File: src/rtl/sound_ram_arb.sv
// sound_ram_arb: arbiter for the single-port 64 KB sound RAM (syncram with a
// one-cycle registered read). It is shared by the DOC sample-fetch path and
// the host (soundglu SNDDATA) path. DOC has fixed priority. A bounded-wait
// counter forces a host grant after HOST_MAX_WAIT lost arbitrations.
//
// Ports:
//   CLK_14M, reset_n         clock, asynchronous active-low reset
//   doc_req/doc_addr         DOC fetch request (level, held until doc_ack)
//   doc_ack/doc_data         DOC completion pulse and read data
//   host_req/host_wr/host_addr/host_wdata   host request (level, held until host_ack)
//   host_ack/host_rdata      host completion pulse and read data
//   ram_addr/ram_we/ram_wdata/ram_rdata     syncram port
//   busy                     high while an access is in flight
//
// Optional build macro SOUND_ARB_STATS_EN adds stat_clr, stat_doc, stat_host
// and stat_forced (completed DOC / host accesses and forced host grants).

module sound_ram_arb #(
  parameter int unsigned HOST_MAX_WAIT = 8,
  parameter int unsigned WAIT_W        = 4
) (
  input  logic        CLK_14M,
  input  logic        reset_n,
  input  logic        doc_req,
  input  logic [15:0] doc_addr,
  output logic        doc_ack,
  output logic [7:0]  doc_data,
  input  logic        host_req,
  input  logic        host_wr,
  input  logic [15:0] host_addr,
  input  logic [7:0]  host_wdata,
  output logic        host_ack,
  output logic [7:0]  host_rdata,
  output logic [15:0] ram_addr,
  output logic        ram_we,
  output logic [7:0]  ram_wdata,
  input  logic [7:0]  ram_rdata,
  output logic        busy
`ifdef SOUND_ARB_STATS_EN
  ,
  input  logic        stat_clr,
  output logic [15:0] stat_doc,
  output logic [15:0] stat_host,
  output logic [7:0]  stat_forced
`endif
);

  localparam logic [WAIT_W-1:0] MAX_WAIT = WAIT_W'(HOST_MAX_WAIT);

  typedef enum logic [2:0] {
    IDLE      = 3'd0,
    ACC_DOC   = 3'd1,
    ACC_HOST  = 3'd2,
    DONE_DOC  = 3'd3,
    DONE_HOST = 3'd4
  } state_t;

  state_t            state;
  logic [WAIT_W-1:0] wait_cnt;
  logic              host_is_wr;
  logic [7:0]        doc_data_q;
  logic [7:0]        host_rdata_q;

  logic grant_doc_c;
  logic grant_host_c;
  logic forced_c;

  // Grant decision, evaluated only in IDLE; a starved host overrides DOC priority.
  always_comb begin
    grant_doc_c  = 1'b0;
    grant_host_c = 1'b0;
    forced_c     = 1'b0;
    if (state == IDLE) begin
      if (host_req && (wait_cnt >= MAX_WAIT)) begin
        grant_host_c = 1'b1;
        forced_c     = 1'b1;
      end else if (doc_req) begin
        grant_doc_c  = 1'b1;
      end else if (host_req) begin
        grant_host_c = 1'b1;
      end
    end
  end

  // State machine with registered RAM port; the RAM port is only live in ACC_*.
  always_ff @(posedge CLK_14M or negedge reset_n) begin
    if (!reset_n) begin
      state        <= IDLE;
      ram_addr     <= '0;
      ram_we       <= 1'b0;
      ram_wdata    <= '0;
      busy         <= 1'b0;
      wait_cnt     <= '0;
      host_is_wr   <= 1'b0;
      doc_data_q   <= '0;
      host_rdata_q <= '0;
    end else begin
      ram_addr  <= '0;
      ram_we    <= 1'b0;
      ram_wdata <= '0;

      if (grant_host_c || !host_req) begin
        wait_cnt <= '0;
      end else if (grant_doc_c && (wait_cnt != '1)) begin
        wait_cnt <= wait_cnt + 1'b1;
      end

      case (state)
        IDLE: begin
          if (grant_host_c) begin
            state      <= ACC_HOST;
            ram_addr   <= host_addr;
            ram_we     <= host_wr;
            ram_wdata  <= host_wdata;
            host_is_wr <= host_wr;
            busy       <= 1'b1;
          end else if (grant_doc_c) begin
            state    <= ACC_DOC;
            ram_addr <= doc_addr;
            busy     <= 1'b1;
          end
        end
        ACC_DOC:  state <= DONE_DOC;
        ACC_HOST: state <= DONE_HOST;
        DONE_DOC: begin
          doc_data_q <= ram_rdata;
          state      <= IDLE;
          busy       <= 1'b0;
        end
        DONE_HOST: begin
          if (!host_is_wr) host_rdata_q <= ram_rdata;
          state <= IDLE;
          busy  <= 1'b0;
        end
        default: begin
          state <= IDLE;
          busy  <= 1'b0;
        end
      endcase
    end
  end

  assign doc_ack  = (state == DONE_DOC);
  assign host_ack = (state == DONE_HOST);

  // Read data is valid during the ack cycle: pass the RAM output through while
  // in DONE_*, then hold the captured copy until the next completion.
  assign doc_data   = (state == DONE_DOC) ? ram_rdata : doc_data_q;
  assign host_rdata = ((state == DONE_HOST) && !host_is_wr) ? ram_rdata : host_rdata_q;

`ifdef SOUND_ARB_STATS_EN
  // Wrapping activity counters; a clear takes precedence over a same-cycle count.
  always_ff @(posedge CLK_14M or negedge reset_n) begin
    if (!reset_n) begin
      stat_doc    <= '0;
      stat_host   <= '0;
      stat_forced <= '0;
    end else if (stat_clr) begin
      stat_doc    <= '0;
      stat_host   <= '0;
      stat_forced <= '0;
    end else begin
      if (state == DONE_DOC)  stat_doc    <= stat_doc + 16'd1;
      if (state == DONE_HOST) stat_host   <= stat_host + 16'd1;
      if (forced_c)           stat_forced <= stat_forced + 8'd1;
    end
  end
`endif

endmodule

File: config.mk
export PLATFORM = sky130hd
export DESIGN_NAME = sound_ram_arb
export DESIGN_NICKNAME = d
export VERILOG_FILES = /design/src/rtl/sound_ram_arb.sv
export SDC_FILE = /design/constraint.sdc
export NUM_CORES = 1
export LEC_CHECK = 0
export CORE_ASPECT_RATIO = 1.5
export CORE_MARGIN = 1.5
export CORE_UTILIZATION = 40
export DETAILED_ROUTE_END_ITERATION = 8
export GPL_ROUTABILITY_DRIVEN = 1
export PLACE_DENSITY = 0.79
export SLEW_MARGIN = 20
export SYNTH_ARGS = -nofsm -noshare
export SYNTH_HDL_FRONTEND = slang
export SYNTH_SLANG_ARGS = --single-unit
File: constraint.sdc
create_clock -name CLK_14M -period 3.74 [get_ports CLK_14M]
set_input_delay 0.748 -clock CLK_14M [delete_from_list [all_inputs] [get_ports CLK_14M]]
set_output_delay 0.748 -clock CLK_14M [all_outputs]
set_load 0.005 [all_outputs]
# == After elaboration in Yosys (flattened, before gate mapping) ==
# Cells that the tools add are included.
# Widths: inputs -> output; s select.
# op_classes
addsub,1
reduce_logical,12
muxes,24
order_cmp,1
eq_ne,6
n_bitwise,2
# op_table
op,n
$mux 16,3
$mux 8,4
$mux 1,11
$pmux 3 s3,1
$mux 4,2
$eq 3x2->1 const B,2
$mux 3,2
$reduce_and 2->1,3
$add 4x1->4 const B,1
$ge 4x4->1 const B,1
$ne 4x4->1 const B,1
$eq 3x1->1 const B,1
$eq 3x3->1 const B,1
$logic_and 1x1->1,3
$logic_not 3->1,1
$ne 3x3->1 const B,1
$logic_not 1->1,2
$not 1->1,2
$pmux 1 s2,1
$reduce_bool 2->1,1
$reduce_or 2->1,1
$logic_or 1x1->1,1
# totals
output_inout_bits,44
wordCells,55
reg_bits,50

# == Longest topological paths before layout ==
# Gate-level depths: netlist of run 1.
# logic_depth
ltp_word,7
depth_mapped,6
depth_no_buf,5

# == Worst setup path before layout of run 1 ==
# Ideal clock, no wire load.
# synth_timing
kind,register -> output
from,register state[1]
to,output port host_rdata[0]
path_buffers,2
stages_incl_launch_ff,6
path_slack_ns,1.673
t_arrival_ns,1.319
required_ns,2.992
path_cell_list,dfrtp_1 buf_4 nor3b_2 and2b_1 buf_6 mux2_2
# synth_between
elab_chain_len,3
# synth_rtl
item,line,rtl
start: declaration,58,state_t state;
start signal: assignment,88,state <= IDLE;
start signal: assignment,111,state <= ACC_HOST;
start signal: assignment,118,state <= ACC_DOC;
$eq 3x3->1,n/a,
named net host_ack,32,"output logic host_ack,"
$logic_and 1x1->1,149,assign host_rdata = ((state == DONE_HOST) && !host_is_wr) ? ram_rdata : host_rdata_q;
$mux 8,149,
end: declaration,33,"output logic [7:0] host_rdata,"
# The timed path passes the listed nets, and every way through them passes these cells.

# == Worst setup path after layout of run 1 ==
# layout_timing
from,register state[2]
to,output port host_rdata[4]
# layout_between
elab_chain_len,3
# layout_rtl
item,line
$eq 3x3->1,149
$logic_and 1x1->1,149
$mux 8,149
# No other way between the ends.

==> results of run 1 <==
[kinds of logic after synthesis]
group / Yosys count / synth area share
mux: 17 / 0.09745
simple gates: 30 / 0.1013
flops: 50 / 0.6369
buf+inv: 12 / 0.04649
compound gates: 25 / 0.1051
fa+ha+maj: 2 / 0.01274
[registers in the layout (all words and copies together) (netlist names)]
| name | flops |
|---|---|
| host_rdata_q | 8 |
| host_is_wr | 1 |
| ram_we | 1 |
| busy | 1 |
| state | 3 |
| doc_data_q | 8 |
| wait_cnt | 4 |
| ram_addr | 16 |
| ram_wdata | 8 |
[worst max-delay path by stage]
stage / start / to / slack [ns] / cells past startpoint
floorplan: state[1] / host_rdata[0] / 1.67 / 5
detailed placement: state[2] / host_rdata[4] / 1.00 / 4
global route: state[2] / host_rdata[7] / 0.57 / 4
finish: state[2] / host_rdata[4] / 0.71 / 4
global placement: state[2] / host_rdata[4] / 1.03 / 4
CTS: state[2] / host_rdata[4] / 0.66 / 4
[power by group through the flow]
stage	registers, uW	logic, uW	clock network (uW)
2_1_floorplan	777	382	0
3_3_place_gp	799	787	0
3_5_place_dp	806	798	0
4_1_cts	795	803	381
5_1_grt	813	858	397
6_report	794	788	375
[area by class of cell]
class / count / area (sq um)
well taps: 66 / 82.58
inverters: 4 / 15.01
multi-input cells: 74 / 621.8
fillers: 416 / 1719
flip-flops and latches: 50 / 1251
clock inverters: 2 / 37.54
clock buffers: 6 / 72.57
repair buffers: 98 / 970.9
[Yosys cell counts, drive strengths merged, types with 2 or more instances]
| library cell | n | area, sq um |
|---|---|---|
| nor2 | 2 | 7.510 |
| a31o | 2 | 17.52 |
| nand2 | 2 | 7.510 |
| a31oi | 2 | 12.51 |
| a21oi | 2 | 10.01 |
| buf | 8 | 76.31 |
| ha | 2 | 25.02 |
| and2 | 10 | 62.56 |
| and3 | 2 | 12.51 |
| inv | 4 | 15.01 |
| nor4 | 3 | 18.77 |
| a22o | 16 | 140.1 |
| nor3b | 2 | 20.02 |
| nor3 | 4 | 31.28 |
| mux2 | 17 | 191.4 |
| nand2b | 2 | 12.51 |
| dfrtp | 50 | 1251 |
[placed cells by master (no fill, tap or decap), types with 2 or more instances in the layout]
cell type and n:
clkbuf_8 5, a31oi_1 2, a21oi_1 2, nor4_1 3
a31o_2 2, buf_4 2, nand2_1 2, clkdlybuf4s50_1 95
nand2b_1 2, dfrtp_1 50, a22o_1 16, and3_1 2
mux2_2 17, ha_1 2, and2_1 10, inv_1 4
nor3_1 3, nor2_1 2
[layer usage]
metal,track usage,wire length (um),part of all wire,vias to the layer above
met1,0.1902,1678,0.37,707
met5,0,0,0,-
met2,0.2935,2540,0.56,38
met3,0.04386,176,0.039,8
li1,-,-,-,670
met4,0.08485,99,0.022,0
[worst max-delay path, stage by stage (launching register included)]
cell	delay, ns
dfrtp_1	0.51
nor3b_2	0.24
and2b_1	0.36
mux2_2	0.40
clkdlybuf4s50_1	0.46
[stage by stage]
step                      std cells  area (sq um)
after detailed placement        292          2942
after global placement          292          2942
final                           300          3052
after floorplan                 136          1964
after global routing            300          3052
after CTS                       300          3052
==> results.tsv, run 1 <==
stage	metric	value	unit
finish	drive_above_1_share	0.1410	
timing	fin_ws	0.7138	ns
routing	drt_iter0_drc	47	
timing	min_period_over_period	0.8092	
clock_tree	cts-root-buf	clkbuf_8	
power_and_ir_drop	clockPowerShare	0.191	
global_route	grt_pass1_wl	6617	um
worst_setup_path	cp-end-kind	output port	
power_and_ir_drop	power_density	641.1	nW/um^2
placement	place.gp.congestion	0.7722	
routing	vias	1423	
floorplan	rows	31	
power_and_ir_drop	power.internal	1428	uW
global_route	grt_max_degree	35	
routing	final_antenna_net_count	0	
worst_setup_path	critical_path_class	reg -> out	
worst_setup_path	cp.required	2.99	ns
power_and_ir_drop	p_leak	0.001332	uW
timing	rsz0062_at_grt	no	
timing	fin_skew	0.007459	ns
synthesis	ys_warn_count	0	
timing	fin_crit	3.026	ns
worst_setup_path	crit_path_start_kind	flip-flop	
placement	dp_hpwl	3412	um
clock_tree	htreeDepth	2	
finish	final_nets	288	
worst_setup_path	reg2regPathDepth	4	
global_route	overflow	0	
synthesis	synth_cell_types	28	
clock_tree	cts_setup_buffers	0	
timing	maxSlewHeadroom	0.4965	
worst_setup_path	arrival	2.28	ns
clock_tree	path_clk_slew	0.08	ns
routing	via_per_inst	4.743	
clock_tree	cts_resized	0	
timing	tightest_slew	0.7552	ns
power_and_ir_drop	irDropWorstVdd	434.8	uV
power_and_ir_drop	power	1956	uW
power_and_ir_drop	switching_share	0.2702	
floorplan	ios	97	
clock_tree	clock_path_buffers	2	
worst_setup_path	crit_path_max_fanout	8	
finish	diodes	0	
synthesis	synthCells	136	
routing	routedWlPerCell	14.99	um
power_and_ir_drop	power_frac_seq	0.406	
flow_run	maxCapViolCount	0	
power_and_ir_drop	power_frac_comb	0.403	
synthesis	async_reset_ff_frac	1.000	
timing	fmax	330.4	MHz
global_route	grtUsageTotal	0.1704	
synthesis	syn_area	1964	sq um
synthesis	synth_edf_count	0	
worst_hold_path	hold_class	in -> async	
worst_setup_path	regToRegStartpoint	state[1]	
clock_tree	clk_latency	0.30	ns
timing	fin_tns_setup	0	ns
synthesis	synthFlopType	dfrtp_1	
clock_tree	cts_sinks	50	
clock_tree	cts_made_buffers	5	
synthesis	synth_nets	191	
worst_setup_path	r2r_slack	1.97	ns
routing	route.detailed.drc	0	
timing	maxSlewViolCount	0	
floorplan	coreArea	4771	sq um
status	status	finished, final reports clean	
synthesis	yosysSeqAreaShare	0.6369	
synthesis	ys_seq_elements	50	
global_route	antenna_found_initial	0	
timing	hold_slack	0.5002	ns
floorplan	die_height	88.83	um
placement	pre_cts_ws	1.002	ns
clock_tree	tritoncts	done	
synthesis	postSynthAreaPerCell	14.44	sq um
floorplan	dieArea	5349	sq um
floorplan	start_util	0.4117	
clock_tree	holdBufCountCts	0	
power_and_ir_drop	p_sw	528.5	uW
timing	hold_viol	0	
worst_setup_path	r2r-end	ram_addr[15]	
timing	finalSetupViolCount	0	
global_route	grt_pass1_vias	1345	
floorplan	fp.dieW	60.22	um
routing	dr.pass1.iters	4	
placement	io_buffers	96	
finish	fin_util	0.6397	
routing	wirelength	4496	um
finish	area_growth	55.35	%
Note: power is estimated with default switching activity, not from simulation.
==> run 2: changes to the inputs <==
==> constraint.sdc (replaced) <==
create_clock -name CLK_14M -period 2.8 [get_ports CLK_14M]
set_input_delay 0.56 -clock CLK_14M [delete_from_list [all_inputs] [get_ports CLK_14M]]
set_output_delay 0.56 -clock CLK_14M [all_outputs]
set_load 0.005 [all_outputs]
==> run 2 against run 1 <==
Global-route usage down 0.31 points. Core utilization is essentially flat. Non-clock buffer count unchanged. Die area is the same. Clock-buffer cell count unchanged. Register-to-register slack got worse by 0.83 ns. Worst hold slack got worse by 0.24 ns. Largest cell class unchanged. Highest routed layer unchanged.
==> results.tsv, run 2 (same netlist as run 1, synthesis figures left out) <==
stage	metric	value	unit	change
placement	io_buffers	96		unchanged
floorplan	ios	97		unchanged
finish	final_nets	288		unchanged
clock_tree	holdBufCountCts	0		unchanged
floorplan	rows	31		unchanged
timing	tightest_slew	0.6288	ns	-0.1264 ns
routing	dr.pass1.iters	4		unchanged
routing	route.detailed.drc	0		unchanged
worst_setup_path	reg2regPathDepth	4		unchanged
clock_tree	cts_sinks	50		unchanged
routing	vias	1435		+0.84%
flow_run	maxCapViolCount	0		unchanged
clock_tree	clock_path_buffers	2		unchanged
floorplan	dieArea	5349	sq um	unchanged
floorplan	start_util	0.4117		unchanged
global_route	grt_util_met1	0.1889		-0.001303
power_and_ir_drop	irDropWorstVdd	379.1	uV	-13%
worst_setup_path	cp-end-kind	output port		
power_and_ir_drop	power_density	835.3	nW/um^2	+30%
worst_setup_path	arrival	2.11	ns	-0.17 ns
floorplan	die_height	88.83	um	unchanged
global_route	use_met2	0.2866		-0.006917
global_route	grt_pass1_vias	1352		+0.52%
finish	diodes	0		unchanged
worst_setup_path	crit_path_start_kind	flip-flop		
clock_tree	path_clk_slew	0.08	ns	about the same
floorplan	coreArea	4771	sq um	unchanged
timing	fin_crit	2.669	ns	
clock_tree	cts_resized	1		+1
timing	finalSetupViolCount	0		unchanged
routing	via_per_inst	4.783		+0.84%
worst_setup_path	critPathBufInv	1		unchanged
finish	final_cell_mix	clkdlybuf4s50_1, dfrtp_1, mux2_2, a22o_1, and2_1		
worst_setup_path	cpPeakStageDelay	0.53	ns	+0.02 ns
worst_setup_path	cp.depth	3		-1
worst_setup_path	cp.required	2.24	ns	-0.75 ns
global_route	overflow	0		unchanged
power_and_ir_drop	p_leak	0.001328	uW	-0.24%
worst_setup_path	critPathTopFamily	flip-flops		
global_route	grt_use_met3	0.03363		-0.01023
finish	drive_above_1_share	0.1538		+0.01282
finish	largest_reg_flops	16		unchanged
global_route	antenna_found_initial	0		unchanged
finish	fin_util	0.6399		about the same
timing	fin_skew	0.002964	ns	-0.004494 ns
worst_setup_path	crit_chain	nand3b_1 -> mux2_2 -> clkdlybuf4s50_1		
worst_setup_path	slowest_stage	dfrtp_1		
global_route	globalRoute.busiestLayer	met2		
clock_tree	cts_made_buffers	5		unchanged
finish	final_common_cell	clkdlybuf4s50_1		
clock_tree	cts-root-buf	clkbuf_8		
placement	dp_hpwl	3492	um	+2.3%
floorplan	fp.dieW	60.22	um	unchanged
clock_tree	clk_latency	0.30	ns	about the same
clock_tree	cts_setup_buffers	0		unchanged
routing	routedWlPerCell	15.01	um	+0.16%
routing	final_antenna_net_count	0		unchanged
timing	fin_tns_setup	0	ns	unchanged
global_route	grt_pass1_wl	6492	um	-1.9%
clock_tree	tritoncts	done		
finish	area_growth	55.41	%	about the same
worst_setup_path	critical_path_class	reg -> out		
routing	wirelength	4503	um	+0.16%
clock_tree	htreeDepth	2		unchanged
placement	place.gp.congestion	0.8472		+9.7%
timing	maxSlewHeadroom	0.5808		+0.08425
timing	rsz0062_at_grt	no		
worst_hold_path	hold_class	in -> async		
timing	fmax	374.7	MHz	
global_route	grt_max_degree	27		-23%
finish	max_flop_register	ram_addr		
routing	drt_iter0_drc	34		-28%
timing	hold_viol	0		unchanged
status	status	finished, final reports clean		
timing	maxSlewViolCount	0		unchanged
worst_setup_path	crit_path_max_fanout	9		+1
timing	min_period_over_period	0.9532		
global_route	grtUsageTotal	0.1673		-0.003089
## run 2: power breakdown
part           switching (uW)  internal, uW
sequential                111           952
clock                     228           199
combinational             366           695
total                     704          1850
## run 2: per-layer routing
| layer | part of all wire | vias up |
|---|---|---|
| met1 | 0.36 | 712 |
| met3 | 0.037 | 11 |
| li1 | - | 677 |
| met5 | 0 | - |
| met4 | 0.031 | 0 |
| met2 | 0.57 | 35 |
## run 2: final timing paths
kind | slack, ns | end | from
worst max-delay path | 0.13 | doc_data[4] | state[0]
worst min-delay path | 0.26 | busy | reset_n
worst max register to register | 1.14 | ram_addr[7] | state[1]
worst min register to register | 0.50 | doc_data_q[4] | doc_data_q[4]
max in group asynchronous | 2.00 | state[2] | reset_n
min in group CLK_14M | 0.50 | doc_data_q[4] | doc_data_q[4]
## run 2: stage by stage
stage | area [sq um] | std cells | power, uW | hold slack, ns | worst slack, ns
detailed placement | 2954 | 292 | 2153 | 0.4810 | 0.2616
CTS | 3050 | 300 | 2586 | 0.2792 | 0.04700
global route | 3053 | 300 | 2707 | 0.3073 | 0.01382
global placement | 2954 | 292 | 2122 | 0.4772 | 0.3384
finish | 3053 | 300 | 2550 | 0.2564 | 0.1311
floorplan | 1964 | 136 | 1549 | 0.2644 | 0.9207
## run 2: area by class of cell
cell class,count,area [sq um]
well taps,66,82.58
inverters,4,15.01
multi-input cells,74,624.3
clock inverters,2,12.51
repair buffers,98,983.4
fillers,381,1718
flip-flops and latches,50,1252
clock buffers,6,82.58
==> run 3: changes to the inputs <==
--- a/config.mk
+++ b/config.mk
@@ -5,12 +5,13 @@
 export SDC_FILE = /design/constraint.sdc
 export NUM_CORES = 1
 export LEC_CHECK = 0
+export ABC_AREA = 1
 export CORE_ASPECT_RATIO = 1.5
 export CORE_MARGIN = 1.5
 export CORE_UTILIZATION = 40
 export DETAILED_ROUTE_END_ITERATION = 8
 export GPL_ROUTABILITY_DRIVEN = 1
-export PLACE_DENSITY = 0.79
+export PLACE_DENSITY = 0.77
 export SLEW_MARGIN = 20
 export SYNTH_ARGS = -nofsm -noshare
 export SYNTH_HDL_FRONTEND = slang
==> run 3 against run 2 <==
Routed wire length up 3.5%. Clock skew increased by 0.0077 ns. Final area is 5.2% higher. Largest cell class unchanged. Die area increased by 7.1%. Critical path depth rose by 1. Global-route usage increased by 1.9 points. Combinational power increased by 8%. Worst setup slack improved by 0.058 ns. Via count rose by 22%. Highest routed layer unchanged. Worst hold slack got worse by 0.036 ns.
==> results.tsv, run 3 <==
stage	metric	value	unit	change
worst_setup_path	slowest_stage	clkdlybuf4s50_1		
synthesis	ys_warn_count	0		unchanged
timing	fin_ws	0.1895	ns	+0.05837 ns
synthesis	synthCells	226		+66%
synthesis	ys_top_cells_by_area	dfrtp_1, nand2_1, inv_1		
timing	min_period_over_period	0.9323		-0.02085
routing	dr.pass1.iters	4		unchanged
worst_setup_path	crit_path_start_kind	flip-flop		
power_and_ir_drop	power_density	816.6	nW/um^2	-2.2%
worst_setup_path	cpPeakStageDelay	0.56	ns	+0.03 ns
finish	drive_above_1_share	0.09846		-0.05538
timing	rsz0062_at_grt	yes		
finish	final_common_cell	clkdlybuf4s50_1		
timing	hold_viol	0		unchanged
global_route	grtUsageTotal	0.1860		+0.01874
status	status	finished, final reports clean		
synthesis	synthFlopType	dfrtp_1		
floorplan	ios	97		unchanged
timing	fmax	383.1	MHz	+2.2%
timing	fin_crit	2.611	ns	-0.05837 ns
clock_tree	cts-root-buf	clkbuf_8		
placement	dp_hpwl	3568	um	+2.2%
worst_setup_path	crit_path_max_fanout	17		+8
finish	max_flop_register	ram_addr		
routing	wirelength	4662	um	+3.5%
finish	area_growth	52.31	%	
power_and_ir_drop	p_leak	0.001619	uW	+22%
placement	place.gp.congestion	0.8152		-3.8%
placement	placed_area	3113	sq um	+5.4%
clock_tree	holdBufCountCts	0		unchanged
routing	final_antenna_net_count	0		unchanged
timing	tightest_slew	0.5057	ns	-0.1231 ns
floorplan	coreArea	5125	sq um	+7.4%
synthesis	netlist_top_cells_count	nand2_1, dfrtp_1, inv_1		
worst_setup_path	r2r_slack	1.26	ns	+0.12 ns
clock_tree	htreeDepth	2		unchanged
placement	io_buffers	96		unchanged
finish	final_cell_mix	clkdlybuf4s50_1, nand2_1, dfrtp_1, inv_1, nor2_1		
finish	layout.cells.non_filler	393		+31%
synthesis	synth.most_common_cell	nand2_1		
finish	fin_area	3213	sq um	+5.2%
placement	dp_cells	385		+32%
power_and_ir_drop	irDropWorstVdd	306.7	uV	-19%
routing	via_per_inst	4.453		-6.9%
finish	diodes	0		unchanged
finish	fill_cells	462		+21%
synthesis	netlist.top_cell.by_area	dfrtp_1		
timing	fin_tns_setup	0	ns	unchanged
routing	routedWlPerCell	11.86	um	-21%
worst_setup_path	crit_chain	inv_1 -> nand3_2 -> o21ai_0 -> clkdlybuf4s50_1		
timing	finalSetupViolCount	0		unchanged
global_route	grt_max_degree	51		+89%
worst_setup_path	critPathTopFamily	buffers and inverters		
finish	multi_input_area	686.9	sq um	+10%
clock_tree	path_clk_slew	0.09	ns	about the same
finish	largest_reg_flops	16		unchanged
clock_tree	cts_setup_buffers	0		unchanged
synthesis	ys_seq_elements	50		unchanged
finish	seq_area	1251	sq um	about the same
global_route	overflow	0		unchanged
synthesis	synth_nets	281		+47%
timing	fin_skew	0.01066	ns	+0.007691 ns
synthesis	synth_cell_types	23		-18%
synthesis	postSynthAreaPerCell	9.334	sq um	-35%
clock_tree	cts_made_buffers	5		unchanged
global_route	grt_pass1_vias	1878		+39%
flow_run	maxCapViolCount	0		unchanged
worst_setup_path	cp.required	2.24	ns	about the same
floorplan	start_util	0.4116		about the same
placement	pre_cts_ws	0.3265	ns	+0.06489 ns
finish	final_nets	379		+32%
synthesis	synth_edf_count	0		unchanged
clock_tree	clock_path_buffers	2		unchanged
worst_setup_path	critical_path_class	reg -> out		
routing	route.detailed.drc	0		unchanged
worst_setup_path	arrival	2.05	ns	-0.06 ns
routing	drt_iter0_drc	65		+91%
synthesis	async_reset_ff_frac	1.000		unchanged
worst_setup_path	critPathBufInv	2		+1
floorplan	dieArea	5727	sq um	+7.1%
synthesis	syn_area	2110	sq um	+7.4%
routing	vias	1750		+22%
synthesis	synth_top_area_share	0.5931		-0.04382
global_route	antenna_found_initial	0		unchanged
clock_tree	clk_latency	0.31	ns	about the same
floorplan	fp.dieW	62.30	um	+3.4%
synthesis	yosysSeqAreaShare	0.5931		-0.04382
timing	maxSlewHeadroom	0.6621		+0.08129
global_route	grt_pass1_wl	8445	um	+30%
worst_hold_path	hold_class	in -> async		
clock_tree	tritoncts	done		
floorplan	rows	32		+3.2%
timing	maxSlewViolCount	0		unchanged
worst_setup_path	cp-end-kind	output port		
clock_tree	cts_sinks	50		unchanged
floorplan	die_height	91.94	um	+3.5%
run 3: cell count changes in the layout (fill, tap and decap cells not counted), moves of 10 or more:
cell and change:
nand2_1 +77, nor2_1 +11, mux2_2 -17, a22o_1 -16, and2_1 -10, inv_1 +28
run 3: area by class of cell:
| class | instances | share of cell area |
|---|---|---|
| clock buffer | 5 | 0.02142 |
| clock inverter | 3 | 0.006620 |
| inverter | 33 | 0.03855 |
| multi-input combinational | 137 | 0.2138 |
| sequential | 50 | 0.3894 |
| tap | 68 | 0.02648 |
| timing repair buffer | 97 | 0.3037 |
run 3: worst paths after layout:
| kind | start | to | cells after the start |
|---|---|---|---|
| worst min-delay path | reset_n | ram_addr[1] | 2 |
| min in group CLK_14M | host_rdata_q[7] | host_rdata_q[7] | 2 |
| max in group asynchronous | reset_n | wait_cnt[3] | 2 |
| worst max-delay path | state[2] | doc_data[2] | 4 |
| worst max register to register | state[1] | host_is_wr | 5 |
| worst min register to register | host_rdata_q[7] | host_rdata_q[7] | 2 |
run 3: report_power, final:
group | internal [uW] | leakage, uW | total, uW | switching [uW]
combinational | 632 | 0.000923 | 1150 | 518
sequential | 950 | 0.000651 | 1050 | 101
clock | 176 | 0.0000441 | 423 | 247
run 3: worst register-to-register path, delay by kind of cell (launching register included):
kind,cells,cell delay (ns)
flip-flops,1,0.46
AO/OA/AOI/OAI,1,0.12
AND/OR/NAND/NOR,4,0.89
run 3: logic make-up (layout without fill, tap and decap cells):
| group | after synthesis | after routing | share of synthesized area |
|---|---|---|---|
| xor+xnor | 1 | 1 | 0.004153 |
| simple gates | 114 | 114 | 0.2420 |
| buf+inv | 39 | 138 | 0.08600 |
| compound gates | 20 | 20 | 0.06287 |
| flops | 50 | 50 | 0.5931 |
| fa+ha+maj | 2 | 2 | 0.01186 |
run 3: what timing repair did:
action                                  in CTS  in global routing
pin swaps                                    0                  0
endpoints found under the setup margin       7                 11
resized for setup                            1                  2
run 3: stage by stage:
step,util,hold WS [ns],power [uW]
after floorplan,-,0.2644,1591
after global placement,0.6074,0.4504,2178
after detailed placement,0.6074,0.4609,2224
after CTS,0.6260,0.2316,2655
after global routing,0.6270,0.2419,2841
final,0.6270,0.2206,2624
run 3: routing by layer:
layer | GRT usage | share of wire
met4 | 0.07222 | 0.026
met5 | 0 | 0
met3 | 0.05399 | 0.056
met1 | 0.1939 | 0.36
met2 | 0.3478 | 0.56
